===== config.mk =====
export PLATFORM = sky130hd
export DESIGN_NAME = core_boot_seq_flat
export DESIGN_NICKNAME = d
export VERILOG_FILES = /design/src/rtl/core_boot_seq_pkg.sv /design/src/rtl/core_boot_seq_if.sv /design/src/rtl/boot_sat_counter.sv /design/src/rtl/core_boot_seq.sv /design/src/flat_wrapper.sv
export SDC_FILE = /design/constraint.sdc
export NUM_CORES = 1
export LEC_CHECK = 0
export CORE_MARGIN = 1
export CORE_UTILIZATION = 43
export CTS_CLUSTER_DIAMETER = 60
export DETAILED_ROUTE_END_ITERATION = 7
export PLACE_DENSITY = 0.79
export SETUP_SLACK_MARGIN = 0.2
export SYNTH_ARGS = -nofsm -noshare
export SYNTH_HDL_FRONTEND = slang
export SYNTH_HIERARCHICAL = 1
export SYNTH_SLANG_ARGS = --single-unit

===== constraint.sdc =====
create_clock -name clk -period 1.8 [get_ports clk]
set_input_delay 0.36 -clock clk [delete_from_list [all_inputs] [get_ports clk]]
set_output_delay 0.36 -clock clk [all_outputs]
set_load 0.05 [all_outputs]

===== src/rtl/core_boot_seq_pkg.sv =====
// -----------------------------------------------------------------------------
// core_boot_seq_pkg
// Shared definitions for the core boot/power sequencer:
//   - state encodings (HOLD=0, WAIT_LOCK=1, BOOT=2, RUN=3, GATED=4)
//   - boot_state_e, the 3-bit FSM state type
//   - cnt_width(), the counter width needed to hold 0..max_val without wrap
// No ports (package).
// -----------------------------------------------------------------------------
package core_boot_seq_pkg;

    localparam logic [2:0] ST_HOLD      = 3'd0;
    localparam logic [2:0] ST_WAIT_LOCK = 3'd1;
    localparam logic [2:0] ST_BOOT      = 3'd2;
    localparam logic [2:0] ST_RUN       = 3'd3;
    localparam logic [2:0] ST_GATED     = 3'd4;

    typedef enum logic [2:0] {
        S_HOLD      = ST_HOLD,
        S_WAIT_LOCK = ST_WAIT_LOCK,
        S_BOOT      = ST_BOOT,
        S_RUN       = ST_RUN,
        S_GATED     = ST_GATED
    } boot_state_e;

    function automatic int cnt_width(input int max_val);
        return $clog2(max_val + 1);
    endfunction

endpackage


===== src/rtl/core_boot_seq_if.sv =====
// -----------------------------------------------------------------------------
// core_boot_seq_if
// Bundles every sequencer signal except clk/rst.
//   Inputs to the sequencer : fll_lock_i, boot_addr_i, fetch_enable_i,
//                             core_busy_i, clk_gate_req_i, irq_pending_i
//   Outputs of the sequencer: core_rstn_o, boot_addr_o, fetch_enable_o,
//                             core_clk_en_o, state_o, lock_timeout_o
// Modports: master = sequencer side, slave = clock/reset generator,
//           peripherals and core side.
// -----------------------------------------------------------------------------
interface core_boot_seq_if #(
    parameter int ADDR_WIDTH = 32
);
    logic                  fll_lock_i;
    logic [ADDR_WIDTH-1:0] boot_addr_i;
    logic                  fetch_enable_i;
    logic                  core_busy_i;
    logic                  clk_gate_req_i;
    logic                  irq_pending_i;
    logic                  core_rstn_o;
    logic [ADDR_WIDTH-1:0] boot_addr_o;
    logic                  fetch_enable_o;
    logic                  core_clk_en_o;
    logic [2:0]            state_o;
    logic                  lock_timeout_o;

    modport master (
        input  fll_lock_i, boot_addr_i, fetch_enable_i, core_busy_i,
               clk_gate_req_i, irq_pending_i,
        output core_rstn_o, boot_addr_o, fetch_enable_o, core_clk_en_o,
               state_o, lock_timeout_o
    );

    modport slave (
        output fll_lock_i, boot_addr_i, fetch_enable_i, core_busy_i,
               clk_gate_req_i, irq_pending_i,
        input  core_rstn_o, boot_addr_o, fetch_enable_o, core_clk_en_o,
               state_o, lock_timeout_o
    );
endinterface


===== src/rtl/boot_sat_counter.sv =====
// -----------------------------------------------------------------------------
// boot_sat_counter
// Up-counter that saturates at MAX_VAL, with synchronous clear (priority over
// enable) and a flag that is high while the count equals THRESH.
// Ports:
//   clk, rst   : clock, synchronous active-high reset (count -> 0)
//   i_clr      : clear count to 0
//   i_en       : count up by one (held at MAX_VAL once reached)
//   o_reached  : count == THRESH
// -----------------------------------------------------------------------------
module boot_sat_counter
    import core_boot_seq_pkg::*;
#(
    parameter int MAX_VAL = 8,
    parameter int THRESH  = 8
) (
    input  logic clk,
    input  logic rst,
    input  logic i_clr,
    input  logic i_en,
    output logic o_reached
);
    localparam int W = cnt_width(MAX_VAL);
    localparam logic [W-1:0] C_MAX = W'(MAX_VAL);
    localparam logic [W-1:0] C_THR = W'(THRESH);

    logic [W-1:0] r_cnt;

    always_ff @(posedge clk) begin
        if (rst) begin
            r_cnt <= '0;
        end else if (i_clr) begin
            r_cnt <= '0;
        end else if (i_en && (r_cnt != C_MAX)) begin
            r_cnt <= r_cnt + W'(1);
        end
    end

    assign o_reached = (r_cnt == C_THR);
endmodule


===== src/rtl/core_boot_seq.sv =====
// -----------------------------------------------------------------------------
// core_boot_seq
// Core boot and power sequencer: holds the core in reset for RST_HOLD_CYCLES
// after rst, waits for FLL lock, latches the boot address and releases the
// core reset, gates fetch enable, and grants software clock gating after
// IDLE_CYCLES quiet cycles; any interrupt, busy or dropped request wakes it.
// Optional macro BOOT_SEQ_LOCK_TIMEOUT_EN: forced boot after LOCK_TIMEOUT
// cycles without lock, flagged by sticky lock_timeout_o (tied 0 otherwise).
// Ports:
//   clk, rst : system clock, synchronous active-high reset
//   bus      : core_boot_seq_if.master carrying all sequencer inputs/outputs
//              (fll_lock_i, boot_addr_i, fetch_enable_i, core_busy_i,
//               clk_gate_req_i, irq_pending_i / core_rstn_o, boot_addr_o,
//               fetch_enable_o, core_clk_en_o, state_o, lock_timeout_o)
// -----------------------------------------------------------------------------
module core_boot_seq
    import core_boot_seq_pkg::*;
#(
    parameter int ADDR_WIDTH      = 32,
    parameter int RST_HOLD_CYCLES = 16,
    parameter int IDLE_CYCLES     = 8,
    parameter int LOCK_TIMEOUT    = 1024
) (
    input  logic             clk,
    input  logic             rst,
    core_boot_seq_if.master  bus
);
    if (RST_HOLD_CYCLES < 1 || IDLE_CYCLES < 1 || LOCK_TIMEOUT < 1) begin : g_bad_params
        $error("core_boot_seq: cycle parameters must be >= 1");
    end

    boot_state_e           r_state, w_state_nxt;
    logic                  r_core_rstn, w_core_rstn_nxt;
    logic [ADDR_WIDTH-1:0] r_boot_addr, w_boot_addr_nxt;
    logic                  r_fetch_en, w_fetch_en_nxt;
    logic                  r_clk_en, w_clk_en_nxt;

    logic w_quiet;
    logic w_hold_done;
    logic w_idle_done;
    logic w_lock_to_hit;

    // A cycle counts toward gating only if software asks, the core is not busy
    // and nothing is pending; anything else is a wake/abort condition.
    assign w_quiet = bus.clk_gate_req_i & ~bus.core_busy_i & ~bus.irq_pending_i;

    boot_sat_counter #(
        .MAX_VAL (RST_HOLD_CYCLES),
        .THRESH  (RST_HOLD_CYCLES - 1)
    ) u_hold_cnt (
        .clk       (clk),
        .rst       (rst),
        .i_clr     ((r_state == S_HOLD) && w_hold_done),
        .i_en      (r_state == S_HOLD),
        .o_reached (w_hold_done)
    );

    // Holds at IDLE_CYCLES while GATED so the count is only rebuilt after a wake.
    boot_sat_counter #(
        .MAX_VAL (IDLE_CYCLES),
        .THRESH  (IDLE_CYCLES)
    ) u_idle_cnt (
        .clk       (clk),
        .rst       (rst),
        .i_clr     (((r_state == S_RUN) || (r_state == S_GATED)) && !w_quiet),
        .i_en      ((r_state == S_RUN) && w_quiet),
        .o_reached (w_idle_done)
    );

`ifdef BOOT_SEQ_LOCK_TIMEOUT_EN
    logic w_to_reached;
    logic r_lock_to;

    boot_sat_counter #(
        .MAX_VAL (LOCK_TIMEOUT),
        .THRESH  (LOCK_TIMEOUT - 1)
    ) u_lock_to_cnt (
        .clk       (clk),
        .rst       (rst),
        .i_clr     ((r_state == S_WAIT_LOCK) && (bus.fll_lock_i || w_to_reached)),
        .i_en      (r_state == S_WAIT_LOCK),
        .o_reached (w_to_reached)
    );

    // Lock on the final cycle wins, so the timeout only fires without lock.
    assign w_lock_to_hit = w_to_reached & ~bus.fll_lock_i;

    always_ff @(posedge clk) begin
        if (rst) begin
            r_lock_to <= 1'b0;
        end else if ((r_state == S_WAIT_LOCK) && w_lock_to_hit) begin
            r_lock_to <= 1'b1;
        end
    end

    assign bus.lock_timeout_o = r_lock_to;
`else
    assign w_lock_to_hit      = 1'b0;
    assign bus.lock_timeout_o = 1'b0;
`endif

    always_comb begin
        w_state_nxt     = r_state;
        w_core_rstn_nxt = r_core_rstn;
        w_boot_addr_nxt = r_boot_addr;
        w_fetch_en_nxt  = r_fetch_en;
        w_clk_en_nxt    = r_clk_en;
        case (r_state)
            S_HOLD: begin
                if (w_hold_done) begin
                    w_state_nxt = S_WAIT_LOCK;
                end
            end
            S_WAIT_LOCK: begin
                if (bus.fll_lock_i || w_lock_to_hit) begin
                    w_state_nxt     = S_BOOT;
                    w_core_rstn_nxt = 1'b1;
                    w_boot_addr_nxt = bus.boot_addr_i;
                end
            end
            S_BOOT: begin
                if (bus.fetch_enable_i) begin
                    w_state_nxt    = S_RUN;
                    w_fetch_en_nxt = 1'b1;
                end
            end
            S_RUN: begin
                w_fetch_en_nxt = bus.fetch_enable_i;
                // Counter already at threshold and this cycle still quiet.
                if (w_quiet && w_idle_done) begin
                    w_state_nxt  = S_GATED;
                    w_clk_en_nxt = 1'b0;
                end
            end
            S_GATED: begin
                if (!w_quiet) begin
                    w_state_nxt  = S_RUN;
                    w_clk_en_nxt = 1'b1;
                end
            end
            default: begin
                w_state_nxt = S_HOLD;
            end
        endcase
    end

    always_ff @(posedge clk) begin
        if (rst) begin
            r_state     <= S_HOLD;
            r_core_rstn <= 1'b0;
            r_boot_addr <= '0;
            r_fetch_en  <= 1'b0;
            r_clk_en    <= 1'b1;
        end else begin
            r_state     <= w_state_nxt;
            r_core_rstn <= w_core_rstn_nxt;
            r_boot_addr <= w_boot_addr_nxt;
            r_fetch_en  <= w_fetch_en_nxt;
            r_clk_en    <= w_clk_en_nxt;
        end
    end

    assign bus.core_rstn_o    = r_core_rstn;
    assign bus.boot_addr_o    = r_boot_addr;
    assign bus.fetch_enable_o = r_fetch_en;
    assign bus.core_clk_en_o  = r_clk_en;
    assign bus.state_o        = r_state;
endmodule


===== src/flat_wrapper.sv =====
// flat-port wrapper written by rule: the top's interface ports become plain ports
module core_boot_seq_flat import core_boot_seq_pkg::*;
#(
    parameter int ADDR_WIDTH      = 32,
    parameter int RST_HOLD_CYCLES = 16,
    parameter int IDLE_CYCLES     = 8,
    parameter int LOCK_TIMEOUT    = 1024
)
  (clk, rst, bus_fll_lock_i, bus_boot_addr_i, bus_fetch_enable_i, bus_core_busy_i, bus_clk_gate_req_i, bus_irq_pending_i, bus_core_rstn_o, bus_boot_addr_o, bus_fetch_enable_o, bus_core_clk_en_o, bus_state_o, bus_lock_timeout_o);
  core_boot_seq_if #(.ADDR_WIDTH(ADDR_WIDTH)) bus_i ();
  input  logic clk;
  input  logic rst;
  input wire logic [$bits(bus_i.fll_lock_i)-1:0] bus_fll_lock_i;
  input wire logic [$bits(bus_i.boot_addr_i)-1:0] bus_boot_addr_i;
  input wire logic [$bits(bus_i.fetch_enable_i)-1:0] bus_fetch_enable_i;
  input wire logic [$bits(bus_i.core_busy_i)-1:0] bus_core_busy_i;
  input wire logic [$bits(bus_i.clk_gate_req_i)-1:0] bus_clk_gate_req_i;
  input wire logic [$bits(bus_i.irq_pending_i)-1:0] bus_irq_pending_i;
  output wire logic [$bits(bus_i.core_rstn_o)-1:0] bus_core_rstn_o;
  output wire logic [$bits(bus_i.boot_addr_o)-1:0] bus_boot_addr_o;
  output wire logic [$bits(bus_i.fetch_enable_o)-1:0] bus_fetch_enable_o;
  output wire logic [$bits(bus_i.core_clk_en_o)-1:0] bus_core_clk_en_o;
  output wire logic [$bits(bus_i.state_o)-1:0] bus_state_o;
  output wire logic [$bits(bus_i.lock_timeout_o)-1:0] bus_lock_timeout_o;
  assign bus_i.fll_lock_i = bus_fll_lock_i;
  assign bus_i.boot_addr_i = bus_boot_addr_i;
  assign bus_i.fetch_enable_i = bus_fetch_enable_i;
  assign bus_i.core_busy_i = bus_core_busy_i;
  assign bus_i.clk_gate_req_i = bus_clk_gate_req_i;
  assign bus_i.irq_pending_i = bus_irq_pending_i;
  assign bus_core_rstn_o = bus_i.core_rstn_o;
  assign bus_boot_addr_o = bus_i.boot_addr_o;
  assign bus_fetch_enable_o = bus_i.fetch_enable_o;
  assign bus_core_clk_en_o = bus_i.core_clk_en_o;
  assign bus_state_o = bus_i.state_o;
  assign bus_lock_timeout_o = bus_i.lock_timeout_o;
  core_boot_seq #(.ADDR_WIDTH(ADDR_WIDTH), .RST_HOLD_CYCLES(RST_HOLD_CYCLES), .IDLE_CYCLES(IDLE_CYCLES), .LOCK_TIMEOUT(LOCK_TIMEOUT)) u_core (.clk(clk), .rst(rst), .bus(bus_i));
endmodule

; ---- After elaboration in Yosys (flattened, before gate mapping)
; Index checks and enable logic that the tools add are counted.
[op_classes]
add_sub_neg = 2
n_eq_ne = 13
muxes = 11
n_bitwise = 4
reduce_logical = 17
[op_table]
columns = operator, n
row1 = $mux 3, 5
row2 = $pmux 3 s5, 1
row3 = $ne 2x2->1 const B, 4
row4 = $eq 3x2->1 const B, 2
row5 = $logic_and 1x1->1, 6
row6 = $add 5x1->5 const B, 1
row7 = $eq 5x4->1 const B, 1
row8 = $ne 5x5->1 const B, 1
row9 = $reduce_and 5->1, 1
row10 = $add 4x1->4 const B, 1
row11 = $eq 4x4->1 const B, 1
row12 = $ne 4x4->1 const B, 1
row13 = $pmux 1 s2, 2
row14 = $reduce_and 2->1, 2
row15 = $reduce_bool 2->1, 2
row16 = $reduce_or 2->1, 2
row17 = $eq 3x1->1 const B, 1
row18 = $eq 3x3->1 const B, 1
row19 = $logic_not 3->1, 1
row20 = $mux 1, 3
row21 = $reduce_and 3->1, 1
row22 = $and 1x1->1, 2
row23 = $ne 2x1->1 const B, 1
row24 = $not 1->1, 2
row25 = 2 further kinds, 2
[totals]
register_bits = 47
inputBits = 39
output_inout_bits = 39

; ---- Depth between registers and ports, before layout
[depth]
word_depth = 6
mapped_depth = 7
depth_no_buf = 7

; ---- Modules after synthesis
; The synthesis kept the hierarchy.
[by_module_without_submodules]
columns = module, instances, cells_each, area_each_um2, seq_area_each_um2
row1 = core_boot_seq, 1, 182, 1476.4, 760.7
row2 = boot_sat_counter at u_core.u_hold_cnt, 1, 32, 305.3, 100.1
row3 = boot_sat_counter at u_core.u_idle_cnt, 1, 25, 224.0, 80.1

; ---- Least setup slack after synthesis
; OpenSTA, ideal clock, no wires.
[synth_path]
kind = reg2reg
from = register u_core.r_state[1] (netlist: u_core/bus.state_o[1])
to = register u_core.u_idle_cnt.r_cnt[2]
setup_time_ns = 0.066
arrival_time_ns = 1.682
setup_slack_ns = 0.052
stages_incl_launch_ff = 7
cell_sequence = dfxtp_1 > buf_4 > nand3b_4 > nor2_1 > nand2_1 > or3_1 > a21boi_2
[synth_via]
elab_chain_cells = 4
elab_cells_between_ends = 7
cone_classes = eq/ne (2) / reduce/logical (5)
[synth_lines]
columns = item, line
row1 = "start, declared", core_boot_seq.sv:32  ; boot_state_e r_state, w_state_nxt;
row2 = "start signal, assigned", core_boot_seq.sv:155  ; r_state <= w_state_nxt;
row3 = $eq 3x2->1 or $eq 3x3->1 (tied branches), "core_boot_seq.sv:65, core_boot_seq.sv:66"
row4 = $logic_or 1x1->1, core_boot_seq.sv:65  ; .i_clr (((r_state == S_RUN) || (r_state == S_GATED)) && !w_quiet),
row5 = $logic_and 1x1->1, core_boot_seq.sv:65
row6 = $reduce_or 2->1 (no source line), n/a
row7 = "end signal, assigned", boot_sat_counter.sv:35  ; r_cnt <= r_cnt + W'(1);
row8 = "end, declared", boot_sat_counter.sv:27  ; logic [W-1:0] r_cnt;
; Parallel ways exist; a longest one is shown, timed or not.
; A chain may end at the register's enable or synchronous reset.

; ---- Worst setup path in the final report
[layout_path]
from = register u_core.u_hold_cnt.r_cnt[1]
to = register u_core.r_state[0] (netlist: u_core/bus.state_o[0])
[layout_via]
elab_chain_cells = 3
[layout_lines]
columns = item, line
row1 = "start, declared", boot_sat_counter.sv:27
row2 = "start signal, assigned", boot_sat_counter.sv:35
row3 = $eq 5x4->1, boot_sat_counter.sv:39  ; assign o_reached = (r_cnt == C_THR);
row4 = net u_core.w_hold_done, core_boot_seq.sv:39  ; logic w_hold_done;
row5 = $ne 2x1->1 (no source line), n/a
row6 = $reduce_and 5->1 (no source line), n/a
; The timed path passes the listed nets, and every way through them passes these cells.

==> results_dict.tcl <==
set metrics [dict create \
    outcome "finished, final reports clean" \
    track_usage 0.199 \
    fillers 383 \
    final_hold_viol_count 0 \
    die_w_um 70.3 \
    skew_ns 0.00709 \
    worst-path-max-fanout 4 \
    seq_area_frac_synth 0.469 \
    insertedDiodeCount 0 \
    yosysTopAreaCell "dfxtp_1" \
    p_int_mw 1.78 \
    grt_pass1_wl_um 7900 \
    ys.warnings.count 6 \
    power_frac_comb 0.225 \
    crit_buf_inv 0 \
    drive_above_1_share 0.263 \
    crit_required_ns 2.02 \
    cts_tree "done" \
    area_growth_pct 46.7 \
    hp-class "flop to flop" \
    hold_buffers 0 \
    setup_viol 0 \
    h-tree-depth 2 \
    ant_nets 0 \
    port-buffer-count 76 \
    die-area_mm2 0.00494 \
    async_reset_ff_frac 0 \
    leakage_nw 1.18 \
    fin_ws_ns 0.237 \
    dp_cells 363 \
    gp_congestion 0.804 \
    drtIter0Drc 94 \
    gr-total-overflow 0 \
    critPathTopFamily "simple AND/OR/NAND/NOR gates" \
    use_met2 0.349 \
    die_h_um 70.3 \
    switching_share 0.281 \
    grt_util_met1 0.236 \
    cp-startpoint "u_core/u_hold_cnt/r_cnt[1]" \
    synth_flop_cell "dfxtp_1" \
    dr.pass1.iters 4 \
    top_usage_layer "met2" \
    rrSetupSlack_ns 0.24 \
    power.density_mw_per_mm2 843 \
    critical_path.cell_chain "ha_4, and3_4, ha_4, nand2b_1, and3_4, a211oi_2, mux2i_1" \
    most-common-layout-cells "66 x nand2_1, 49 x buf_4, 42 x dfxtp_1" \
    dp_slack_ns -0.251 \
    cts_sinks 47 \
    ff2ff_path_depth 7 \
    clk_pin_slew_ns 0.08 \
    netlist.area_leader.share 0.469 \
    layoutNonFillerInstCount 372 \
    rr_endpoint "u_core/bus.state_o[0]" \
    mostFrequentLayoutCell "nand2_1" \
    first_global_vias 1784 \
    rsz0062_at_grt "true" \
    endpoint_kind "flop" \
    avgRoutedWirePerCell_um 12.6 \
    grt_max_degree 34 \
    crit_type "flop to flop" \
    total_power_mw 2.48 \
    antenna_found_initial 0 \
    drt-vias-per-instance 4.97 \
    crit_slowest_cell "dfxtp_4" \
    peakVddDrop_mv 0.485 \
    drc_errors 0 \
    timing.rr.start "u_core/u_hold_cnt/r_cnt[1]" \
    cp.depth 7 \
    arrival_ns 1.78 \
    slew_violations 0 \
    hpwl_um 3400 \
    yosys.cell_types.count 43 \
    post_synth.cell_area_avg_um2 8.39 \
    fp-row-count 24 \
    fmax_mhz 640 \
    netlist_instances 239 \
    use_met3 0.0447 \
    post-route-period-util 0.868 \
    io_pins 78 \
    cp-endpoint "u_core/bus.state_o[0]" \
    nNetsFinal 364 \
    coreArea_mm2 0.00441 \
    clkLatencyLatePin_ns 0.30 \
    clock_tree.root_cell "clkbuf_8" \
    synth.area.top_cells "dfxtp_1 47%, nand2_1 13%, a21oi_1 9.0%" \
    critPathLaunchType "flop" \
    synth-edff-count 0 \
    ys_seq_elements 47 \
    p_clk_frac 0.298 \
    cts_buffer_depth 2 \
    slowest_delay_ns 0.38 \
    netlist_area_mm2 0.00201 \
    start_util 0.454 \
    maxCapViolCount 0 \
    syn_nets 283 \
    cts_inserted_buffers 5 \
    switching_power_mw 0.697 \
    post-route-min-period_ns 1.56 \
    routed-via-count 1850 \
    hp-start "u_core/bus.boot_addr_o[3]" \
    seqPwrFrac 0.477 \
    drt_wl_total_um 4690 \
]
## logic make-up after synthesis
group	share of synthesized area
buf+inv	0.0580
mux	0.00499
other cells	0.00187
fa+ha+maj	0.0312
xor+xnor	0.00874
compound gates	0.157
simple gates	0.269
flops	0.469
## worst min path at each step
stage	endpoint	cells past startpoint
2_1_floorplan	u_core/u_hold_cnt/r_cnt[3]	1
3_3_place_gp	u_core/bus.boot_addr_o[3]	2
3_5_place_dp	u_core/bus.boot_addr_o[15]	2
4_1_cts	u_core/bus.boot_addr_o[3]	2
5_1_grt	u_core/bus.boot_addr_o[11]	2
6_report	u_core/bus.boot_addr_o[3]	2
## Yosys cell counts, types with 2 or more instances
cell type	count
nand2_1	67
dfxtp_1	47
a21oi_1	36
inv_1	8
nor2_1	8
buf_2	6
ha_1	5
nand3_1	5
nor3_1	4
o21ai_0	4
a21boi_0	3
buf_4	3
clkbuf_1	3
a21boi_1	2
a32oi_1	2
and3_1	2
inv_2	2
nand2b_1	2
nand3b_4	2
nand4_1	2
nor3_2	2
or3_1	2
xor2_1	2
## state kept, by name, summed over array words and instances (netlist names)
name                       cells
u_core/bus.state_o             3
u_core/u_hold_cnt/r_cnt        5
u_core/u_idle_cnt/r_cnt        4
u_core/bus.core_clk_en_o       1
u_core/bus.boot_addr_o        32
u_core/bus.core_rstn_o         1
u_core/bus.fetch_enable_o      1
## routing by layer
layer | share of wire | up-vias | routed length [µm]
met2 | 0.51 | 51 | 2370
met3 | 0.046 | 9 | 214
met5 | 0 | - | 0
li1 | - | 954 | -
met1 | 0.43 | 836 | 2010
met4 | 0.019 | 0 | 90
## what timing repair did
item / CTS / global route
pin swaps: 0 / 8
setup buffers: 0 / 2
gates resized for setup: 5 / 15
endpoints found under the setup margin: 6 / 6
## power groups by stage
stage               clock [mW]  sequential, mW  combinational [mW]
floorplan                    0            1.27               0.239
global placement             0            1.18               0.511
detailed placement           0            1.19               0.526
CTS                      0.761            1.17               0.530
global route             0.806            1.19               0.613
finish                   0.738            1.18               0.559
## cell type report
class / instances / area (µm²) / share of cell area
Multi-Input combinational cell: 168 / 1010 / 0.344
Timing Repair Buffer: 88 / 776 / 0.264
Clock inverter: 1 / 30.0 / 0.0102
Inverter: 10 / 37.5 / 0.0128
Tap cell: 52 / 65.1 / 0.0221
Sequential cell: 47 / 950 / 0.323
Clock buffer: 6 / 72.6 / 0.0247
## per-stage QoR
step                      area [µm²]  setup TNS [ns]  utilization  hold slack (ns)
after floorplan                 2020               0            -            0.431
after global placement          2760          -0.675        0.624            0.442
after detailed placement        2760          -0.905        0.624            0.449
after CTS                       2870               0        0.651            0.461
after global routing            2940               0        0.666            0.480
final                           2940               0        0.666            0.456
## worst register-to-register path: stages (launching register included)
cell	delay, ns
dfxtp_4	0.38
ha_4	0.14
and3_4	0.20
ha_4	0.13
nand2b_1	0.05
and3_4	0.18
a211oi_2	0.21
mux2i_1	0.20
Note: power is estimated with default switching activity, not from simulation.
